<file path="src/rtl/fpcvt_pkg.sv">
// Shared types and constants for the two's-complement to mini-float converter.
// Latency n/a (declarations only); backpressure n/a.
package fpcvt_pkg;

  function automatic int e_max(input int exp_w);
    return (1 << exp_w) - 1;
  endfunction

  localparam logic RND_HALF_UP = 1'b0;
  localparam logic RND_TRUNC   = 1'b1;

  localparam int DEF_EXP_W = 3;
  localparam int DEF_MAN_W = 4;
  localparam int DEF_E_MAX = e_max(DEF_EXP_W);

  // Result word as seen by float consumers of the default (s,3,4) format.
  typedef struct packed {
    logic                 sign;
    logic [DEF_EXP_W-1:0] exp;
    logic [DEF_MAN_W-1:0] man;
    logic                 sat;
  } fp_t;

endpackage

</file>
<file path="src/rtl/fpcvt_if.sv">
// Sample-in / float-out stream bundle; slave is the converter, master the environment.
// Latency n/a; backpressure via in_ready/out_ready.
interface fpcvt_if #(
  parameter int IN_W  = 12,
  parameter int EXP_W = 3,
  parameter int MAN_W = 4,
  parameter int CNT_W = 16
);

  logic             in_valid;
  logic             in_ready;
  logic [IN_W-1:0]  in_data;
  logic             rnd_mode;
  logic             out_valid;
  logic             out_ready;
  logic             out_sign;
  logic [EXP_W-1:0] out_exp;
  logic [MAN_W-1:0] out_man;
  logic             out_sat;
  logic             sat_clr;
  logic [CNT_W-1:0] sat_count;

  modport slave (
    input  in_valid, in_data, rnd_mode, out_ready, sat_clr,
    output in_ready, out_valid, out_sign, out_exp, out_man, out_sat, sat_count
  );

  modport master (
    output in_valid, in_data, rnd_mode, out_ready, sat_clr,
    input  in_ready, out_valid, out_sign, out_exp, out_man, out_sat, sat_count
  );

endinterface

</file>
<file path="src/rtl/fpcvt_lzc.sv">
// Leading-one position encoder: index of the highest set bit, plus an all-zero flag.
// Purely combinational, no backpressure.
module fpcvt_lzc #(
  parameter int W     = 12,
  parameter int IDX_W = (W > 1) ? $clog2(W) : 1
) (
  input  logic [W-1:0]     vec_i,
  output logic [IDX_W-1:0] idx_o,
  output logic             zero_o
);

  // Ascending scan: the last hit is the most significant one.
  always_comb begin
    idx_o = '0;
    for (int i = 0; i < W; i++) begin
      if (vec_i[i]) idx_o = IDX_W'(i);
    end
  end

  assign zero_o = ~|vec_i;

endmodule

</file>
<file path="src/rtl/fpcvt_pipe.sv">
// fpcvt_pipe: two's-complement to (s,E,F) mini-float, 3 register stages, 1 sample/cycle.
// Whole pipe stalls together on out_valid && !out_ready; in_ready = adv (no skid).
module fpcvt_pipe #(
  parameter int IN_W  = 12,
  parameter int EXP_W = 3,
  parameter int MAN_W = 4,
  parameter int CNT_W = 16
) (
  input logic    clk,
  input logic    rst,
  fpcvt_if.slave io
);

  import fpcvt_pkg::*;

  localparam int E_MAX = e_max(EXP_W);
  localparam int IDX_W = (IN_W > 1) ? $clog2(IN_W) : 1;

  if (IN_W - 1 > MAN_W + E_MAX) begin : g_cfg_err
    $error("fpcvt_pipe: IN_W-1 must not exceed MAN_W + 2^EXP_W - 1");
  end

  logic adv;

  logic            s1_vld_q, s1_vld_d;
  logic            s1_sign_q, s1_sign_d;
  logic [IN_W-1:0] s1_mag_q, s1_mag_d;
  logic            s1_rnd_q, s1_rnd_d;

  logic             s2_vld_q, s2_vld_d;
  logic             s2_sign_q, s2_sign_d;
  logic             s2_rnd_q, s2_rnd_d;
  logic [EXP_W:0]   s2_exp_q, s2_exp_d;
  logic [MAN_W-1:0] s2_man_q, s2_man_d;
  logic             s2_rbit_q, s2_rbit_d;
  logic             s2_presat_q, s2_presat_d;

  logic             out_valid_q, out_valid_d;
  logic             out_sign_q, out_sign_d;
  logic [EXP_W-1:0] out_exp_q, out_exp_d;
  logic [MAN_W-1:0] out_man_q, out_man_d;
  logic             out_sat_q, out_sat_d;

  logic [CNT_W-1:0] sat_cnt_q, sat_cnt_d;

  logic [IDX_W-1:0] lzc_idx;
  logic             lzc_zero;

  assign adv         = !out_valid_q || io.out_ready;
  assign io.in_ready = adv;

  // S1: sign/magnitude capture; -2^(IN_W-1) negates onto itself, read as unsigned.
  always_comb begin
    s1_vld_d  = io.in_valid;
    s1_sign_d = io.in_data[IN_W-1];
    s1_mag_d  = io.in_data[IN_W-1] ? -io.in_data : io.in_data;
    s1_rnd_d  = io.rnd_mode;
  end

  fpcvt_lzc #(
    .W     (IN_W),
    .IDX_W (IDX_W)
  ) u_lzc (
    .vec_i  (s1_mag_q),
    .idx_o  (lzc_idx),
    .zero_o (lzc_zero)
  );

  // S2: keep MAN_W bits below and including the leading one, plus the next bit down.
  always_comb begin
    int p;
    int sh;
    p           = int'(lzc_idx);
    sh          = p - MAN_W;
    s2_vld_d    = s1_vld_q;
    s2_sign_d   = s1_sign_q;
    s2_rnd_d    = s1_rnd_q;
    s2_exp_d    = '0;
    s2_man_d    = '0;
    s2_rbit_d   = 1'b0;
    s2_presat_d = 1'b0;
    if (!lzc_zero) begin
      if (p < MAN_W) begin
        s2_man_d = MAN_W'(s1_mag_q);
      end else begin
        s2_man_d  = MAN_W'(s1_mag_q >> (sh + 1));
        s2_rbit_d = |(s1_mag_q & (IN_W'(1) << sh));
        s2_exp_d  = (EXP_W+1)'(sh + 1);
      end
      s2_presat_d = (p >= MAN_W + E_MAX);
    end
  end

  // S3: exponent carries one extra bit so a rounding carry past E_MAX is visible.
  always_comb begin
    logic [MAN_W:0] f_inc;
    logic [MAN_W-1:0] f_r;
    logic [EXP_W:0] e_r;
    logic           rnd_up;
    rnd_up = (s2_rnd_q == RND_HALF_UP) && s2_rbit_q;
    f_inc  = {1'b0, s2_man_q} + {{MAN_W{1'b0}}, rnd_up};
    f_r    = f_inc[MAN_W-1:0];
    e_r    = s2_exp_q;
    if (f_inc[MAN_W]) begin
      f_r = MAN_W'(1) << (MAN_W - 1);
      e_r = s2_exp_q + (EXP_W+1)'(1);
    end
    out_valid_d = s2_vld_q;
    out_sign_d  = s2_sign_q;
    out_sat_d   = s2_presat_q || (e_r > (EXP_W+1)'(E_MAX));
    out_exp_d   = out_sat_d ? EXP_W'(E_MAX) : e_r[EXP_W-1:0];
    out_man_d   = out_sat_d ? {MAN_W{1'b1}} : f_r;
  end

  always_comb begin
    sat_cnt_d = sat_cnt_q;
    if (io.sat_clr) begin
      sat_cnt_d = '0;
    end else if (out_valid_q && io.out_ready && out_sat_q && !(&sat_cnt_q)) begin
      sat_cnt_d = sat_cnt_q + CNT_W'(1);
    end
  end

  always_ff @(posedge clk) begin
    if (rst) begin
      s1_vld_q    <= 1'b0;
      s1_sign_q   <= 1'b0;
      s1_mag_q    <= '0;
      s1_rnd_q    <= 1'b0;
      s2_vld_q    <= 1'b0;
      s2_sign_q   <= 1'b0;
      s2_rnd_q    <= 1'b0;
      s2_exp_q    <= '0;
      s2_man_q    <= '0;
      s2_rbit_q   <= 1'b0;
      s2_presat_q <= 1'b0;
      out_valid_q <= 1'b0;
      out_sign_q  <= 1'b0;
      out_exp_q   <= '0;
      out_man_q   <= '0;
      out_sat_q   <= 1'b0;
    end else if (adv) begin
      s1_vld_q    <= s1_vld_d;
      s1_sign_q   <= s1_sign_d;
      s1_mag_q    <= s1_mag_d;
      s1_rnd_q    <= s1_rnd_d;
      s2_vld_q    <= s2_vld_d;
      s2_sign_q   <= s2_sign_d;
      s2_rnd_q    <= s2_rnd_d;
      s2_exp_q    <= s2_exp_d;
      s2_man_q    <= s2_man_d;
      s2_rbit_q   <= s2_rbit_d;
      s2_presat_q <= s2_presat_d;
      out_valid_q <= out_valid_d;
      out_sign_q  <= out_sign_d;
      out_exp_q   <= out_exp_d;
      out_man_q   <= out_man_d;
      out_sat_q   <= out_sat_d;
    end
  end

  // The counter runs off transfers only, so it ignores the pipeline enable.
  always_ff @(posedge clk) begin
    if (rst) sat_cnt_q <= '0;
    else     sat_cnt_q <= sat_cnt_d;
  end

  assign io.out_valid = out_valid_q;
  assign io.out_sign  = out_sign_q;
  assign io.out_exp   = out_exp_q;
  assign io.out_man   = out_man_q;
  assign io.out_sat   = out_sat_q;
  assign io.sat_count = sat_cnt_q;

endmodule

</file>
<file path="src/flat_wrapper.sv">
// flat-port wrapper written by rule: the top's interface ports become plain ports
module fpcvt_pipe_flat import fpcvt_pkg::*;
#(
  parameter int IN_W  = 12,
  parameter int EXP_W = 3,
  parameter int MAN_W = 4,
  parameter int CNT_W = 16
)
  (clk, rst, io_in_valid, io_in_data, io_rnd_mode, io_out_ready, io_sat_clr, io_in_ready, io_out_valid, io_out_sign, io_out_exp, io_out_man, io_out_sat, io_sat_count);
  fpcvt_if #(.IN_W(IN_W), .EXP_W(EXP_W), .MAN_W(MAN_W), .CNT_W(CNT_W)) io_i ();
  input logic clk;
  input logic rst;
  input wire logic [$bits(io_i.in_valid)-1:0] io_in_valid;
  input wire logic [$bits(io_i.in_data)-1:0] io_in_data;
  input wire logic [$bits(io_i.rnd_mode)-1:0] io_rnd_mode;
  input wire logic [$bits(io_i.out_ready)-1:0] io_out_ready;
  input wire logic [$bits(io_i.sat_clr)-1:0] io_sat_clr;
  output wire logic [$bits(io_i.in_ready)-1:0] io_in_ready;
  output wire logic [$bits(io_i.out_valid)-1:0] io_out_valid;
  output wire logic [$bits(io_i.out_sign)-1:0] io_out_sign;
  output wire logic [$bits(io_i.out_exp)-1:0] io_out_exp;
  output wire logic [$bits(io_i.out_man)-1:0] io_out_man;
  output wire logic [$bits(io_i.out_sat)-1:0] io_out_sat;
  output wire logic [$bits(io_i.sat_count)-1:0] io_sat_count;
  assign io_i.in_valid = io_in_valid;
  assign io_i.in_data = io_in_data;
  assign io_i.rnd_mode = io_rnd_mode;
  assign io_i.out_ready = io_out_ready;
  assign io_i.sat_clr = io_sat_clr;
  assign io_in_ready = io_i.in_ready;
  assign io_out_valid = io_i.out_valid;
  assign io_out_sign = io_i.out_sign;
  assign io_out_exp = io_i.out_exp;
  assign io_out_man = io_i.out_man;
  assign io_out_sat = io_i.out_sat;
  assign io_sat_count = io_i.sat_count;
  fpcvt_pipe #(.IN_W(IN_W), .EXP_W(EXP_W), .MAN_W(MAN_W), .CNT_W(CNT_W)) u_core (.clk(clk), .rst(rst), .io(io_i));
endmodule
</file>
<file path="config.mk">
export PLATFORM = sky130hd
export DESIGN_NAME = fpcvt_pipe_flat
export DESIGN_NICKNAME = d
export VERILOG_FILES = /design/src/rtl/fpcvt_pkg.sv /design/src/rtl/fpcvt_if.sv /design/src/rtl/fpcvt_lzc.sv /design/src/rtl/fpcvt_pipe.sv /design/src/flat_wrapper.sv
export SDC_FILE = /design/constraint.sdc
export NUM_CORES = 1
export LEC_CHECK = 0
export CAP_MARGIN = 20
export CORE_MARGIN = 5
export CORE_UTILIZATION = 45
export DETAILED_ROUTE_END_ITERATION = 10
export PLACE_DENSITY_LB_ADDON = 0.08
export SETUP_SLACK_MARGIN = 0.3
export SYNTH_ARGS = -nofsm -noshare
export SYNTH_HDL_FRONTEND = slang
export SYNTH_HIERARCHICAL = 1
export SYNTH_SLANG_ARGS = --single-unit
</file>
<file path="constraint.sdc">
create_clock -name clk -period 4.1 [get_ports clk]
set_input_delay 0.615 -clock clk [delete_from_list [all_inputs] [get_ports clk]]
set_output_delay 0.615 -clock clk [all_outputs]
set_load 0.02 [all_outputs]
</file>
==> summary.md <==
| Metric | Value |
|---|---|
| Sequential cell area fraction in the yosys report | `0.3305` |
| Max transition margin | `0.5322` |
| Horizontal die dimension | `95.26 µm` |
| Clock buffers created by TritonCTS | `5` |
| Max-capacitance violation count | `0` |
| Placeable core area | `approximately 7000 µm²` |
| Hold/Removal Path Class | `register to register` |
| Maximum resistive drop on vdd | `156.2 µV` |
| Top cell types by occurrence after synthesis | `sky130_fd_sc_hd__nor2_1, sky130_fd_sc_hd__dfxtp_1, sky130_fd_sc_hd__nand2_1` |
| WP data required | `approximately 4300 ps` |
| Initial DRC count | `roughly 170` |
| Final TNS setup | `0 ps` |
| Place WS | `~980 ps` |
| Longest Clk Path Bufs | `2` |
| Remaining Overflow, GRT | `0` |
| Dpl cell area | `~3800 µm²` |
| Worst path arrival time | `3350 ps` |
| Fraction of final layout cells with drive strength greater than 1 | `0.07329` |
| Pin count of the biggest net entering global routing | `42` |
| Actual transition at the worst max-transition pin | `about 700 ps` |
| Synth unique cells | `60` |
| Clock tree root driver cell | `sky130_fd_sc_hd__clkbuf_8` |
| Die Y | `approximately 95 µm` |
| Yosys warns | `6` |
| Static leakage power | `about 1.5 nW` |
| Area Growth Syn to Fin | `18.71%` |
| Highest clock frequency the design can meet | `0.3183 GHz` |
| Metal2 WL | `~3.5 mm` |
| Routed length per instance | `about 15 µm` |
| Vias in the first global route | `roughly 2600` |
| Met3 routed wirelength | `just under 400 µm` |
| Largest cells by area after synthesis | `sky130_fd_sc_hd__dfxtp_1, sky130_fd_sc_hd__nor2_1, sky130_fd_sc_hd__xor2_1, sky130_fd_sc_hd__a211oi_1, sky130_fd_sc_hd__ha_1` |
| Antenna violation net count after detailed routing | `0` |
| Proportion of netlist area held by the largest area contributor | `0.3305` |
| # port buffers | `44` |
| TritonCTS clock tree | `built` |
| Most common cell in the synthesized netlist | `sky130_fd_sc_hd__nor2_1` |
| Post-Synthesis Mean Instance Area | `between 8 and 9 µm²` |
| Critical Path Sink Type | `register` |
| Number of instances resized during post-cts repair | `0` |
| Net count of the mapped netlist | `between 400 and 500` |
| Fin. max-slew vios | `0` |
| Time the final worst path needs with I/O delays and setup | `about 3100 ps` |
| Slowest stage cell on the critical path | `sky130_fd_sc_hd__mux4_2` |
| Peak per-stage delay on the critical path | `around 530 ps` |
| DR vias | `2894` |
| Final count of negative-setup-slack endpoints | `0` |
| Last weighted congestion value of the routability-driven placer | `approximately 0.9` |
| DRC violation count after routing | `0` |
| Detailed placement HPWL | `roughly 5.6 mm` |
| Commonest register cell after synthesis | `sky130_fd_sc_hd__dfxtp_1` |
| Antenna cell count | `0` |
| Antenna violations before repair | `0` |
| Worst setup skew after layout | `~11 ps` |
| Crit-path max FO | `9` |
| Number of instances in the synthesized netlist | `392` |
| Number of vias per cell | `about 5.5` |
| Source-to-sink clock delay at the later pin of the worst-skew pair | `about 310 ps` |
| Cell area after synthesis | `around 3300 µm²` |
| Post-CTS setup buffer count | `0` |
| Worst hold margin | `approximately 460 ps` |
| Kind of start point of the critical path | `register` |
| Post-Route M1 WL | `between 3 and 4 mm` |
| RSZ-0062 raised after global routing | `false` |
| Std-Cell Rows | `31` |
| CTS HTree Levels | `2` |
| Die Footprint | `9074 µm²` |
| Slack of the critical path | `958.1 ps` |
| Ordered cell list for the critical path | `nor2_1 -> o31a_2 -> o31ai_2 -> buf_4 -> ha_1 -> xor2_4 -> mux4_2 -> o32ai_1 -> a21oi_1 -> a2111oi_2` |
| Global-route wire length before repair | `12.64 mm` |
| Post-synth top area cell | `sky130_fd_sc_hd__dfxtp_1` |
| Clock Sinks | `54` |
| Post-CTS Hold Buffers | `0` |
| Global-route total usage across every layer | `0.1752` |
| EDFF count, synth | `0` |
| Outcome | `completed` |
| Startpoint-to-endpoint class of the critical path | `register to register` |
| Clock slew seen by the registers of the worst setup and hold paths | `around 100 ps` |
| Effective utilization at floorplan | `0.4558` |
| Hold Path Cell Cnt | `2` |
| Register bit count reported by yosys | `54` |
| Uppermost signal routing layer after detailed routing | `met4` |
| Share of flip-flops with an asynchronous set or reset | `0` |
| Power density over cell area | `between 300 and 400 nW/µm²` |
| Net count reported at finish | `about 450` |
| Hold Fails Final Rpt | `0` |
| Post-route design area | `~3900 µm²` |
| Share of the cycle needed by the critical path after routing | `0.7663` |
| Post-Route WL | `7.621 mm` |
| Depth of the worst register-to-register path | `10` |
| First-pass DRT Iterations | `4` |
| Number of top-level pins | `between 40 and 50` |
[worst paths after layout]
kind / slack [ps] / from / end
max: 960 / u_core/s1_mag_q[3] / u_core/s2_man_q[3]
min: 460 / u_core/s1_sign_q / u_core/s1_sign_q
max reg2reg: 960 / u_core/s1_mag_q[3] / u_core/s2_man_q[3]
min reg2reg: 460 / u_core/s1_sign_q / u_core/s1_sign_q
[cell families (layout without fill, tap and decap cells)]
kind of cell	after synthesis	count (layout)	synth area share
multiplexers	20	20	0.08149
adder cells (fa/ha/maj)	10	10	0.03826
flip-flops	54	54	0.3305
AND/OR/NAND/NOR	149	149	0.2169
AO/OA/AOI/OAI	90	90	0.1963
buffers and inverters	38	69	0.04782
XOR/XNOR	31	31	0.08875
[power breakdown]
part,internal (mW),switching [mW]
Sequential,0.574,0.0473
Clock,0.180,0.174
Combinational,0.227,0.262
Total,0.980,0.484
[metal layers]
metal | up-vias | track usage
met2 | 64 | 0.2653
met4 | 0 | 0.04327
li1 | 1477 | -
met3 | 9 | 0.03394
met5 | - | 0
met1 | 1344 | 0.2551
[stage by stage]
stage          utilization  total power [mW]  cells
2_1_floorplan            -            0.9846    392
6_report            0.5411             1.464    522
5_1_grt             0.5411             1.552    522
4_1_cts             0.5411             1.476    522
3_3_place_gp        0.5261             1.117    515
3_5_place_dp        0.5261             1.120    515
[critical path, delay by kind of cell, from the launching register on]
| family | cells | cell delay, ps |
|---|---|---|
| buf+inv | 1 | 200 |
| xor+xnor | 1 | 270 |
| compound gates | 5 | 1050 |
| flops | 1 | 470 |
| fa+ha+maj | 1 | 410 |
| simple gates | 1 | 100 |
| mux | 1 | 530 |
[cells in the final DEF, fill, tap and decap left out, types with 6 or more instances in the layout]
| master | count |
|---|---|
| sky130_fd_sc_hd__clkdlybuf4s50_1 | 44 |
| sky130_fd_sc_hd__buf_4 | 6 |
| sky130_fd_sc_hd__a21oi_1 | 20 |
| sky130_fd_sc_hd__and3_1 | 6 |
| sky130_fd_sc_hd__nand2_1 | 31 |
| sky130_fd_sc_hd__xnor2_1 | 6 |
| sky130_fd_sc_hd__a211oi_1 | 20 |
| sky130_fd_sc_hd__nor3_1 | 8 |
| sky130_fd_sc_hd__inv_1 | 11 |
| sky130_fd_sc_hd__mux2i_1 | 12 |
| sky130_fd_sc_hd__dfxtp_1 | 54 |
| sky130_fd_sc_hd__ha_1 | 10 |
| sky130_fd_sc_hd__xor2_1 | 24 |
| sky130_fd_sc_hd__nand3_1 | 11 |
| sky130_fd_sc_hd__nor2_1 | 58 |
[area by class of cell]
cell class              count  area [µm²]
fillers                   673        3293
multi-input cells         300        2039
flip-flops and latches     54        1081
repair buffers             50       485.5
well taps                  99       123.9
clock buffers               5       68.82
inverters                  12       45.04
clock inverters             2       38.79
[sequential cells by signal, summed over array words and instances (netlist names), 3 cells and up]
signal               cells
u_core/io.sat_count     16
u_core/s1_mag_q         12
u_core/io.out_man        4
u_core/s2_exp_q          4
u_core/s2_man_q          4
u_core/io.out_exp        3
(Power assumes the default switching activity.)
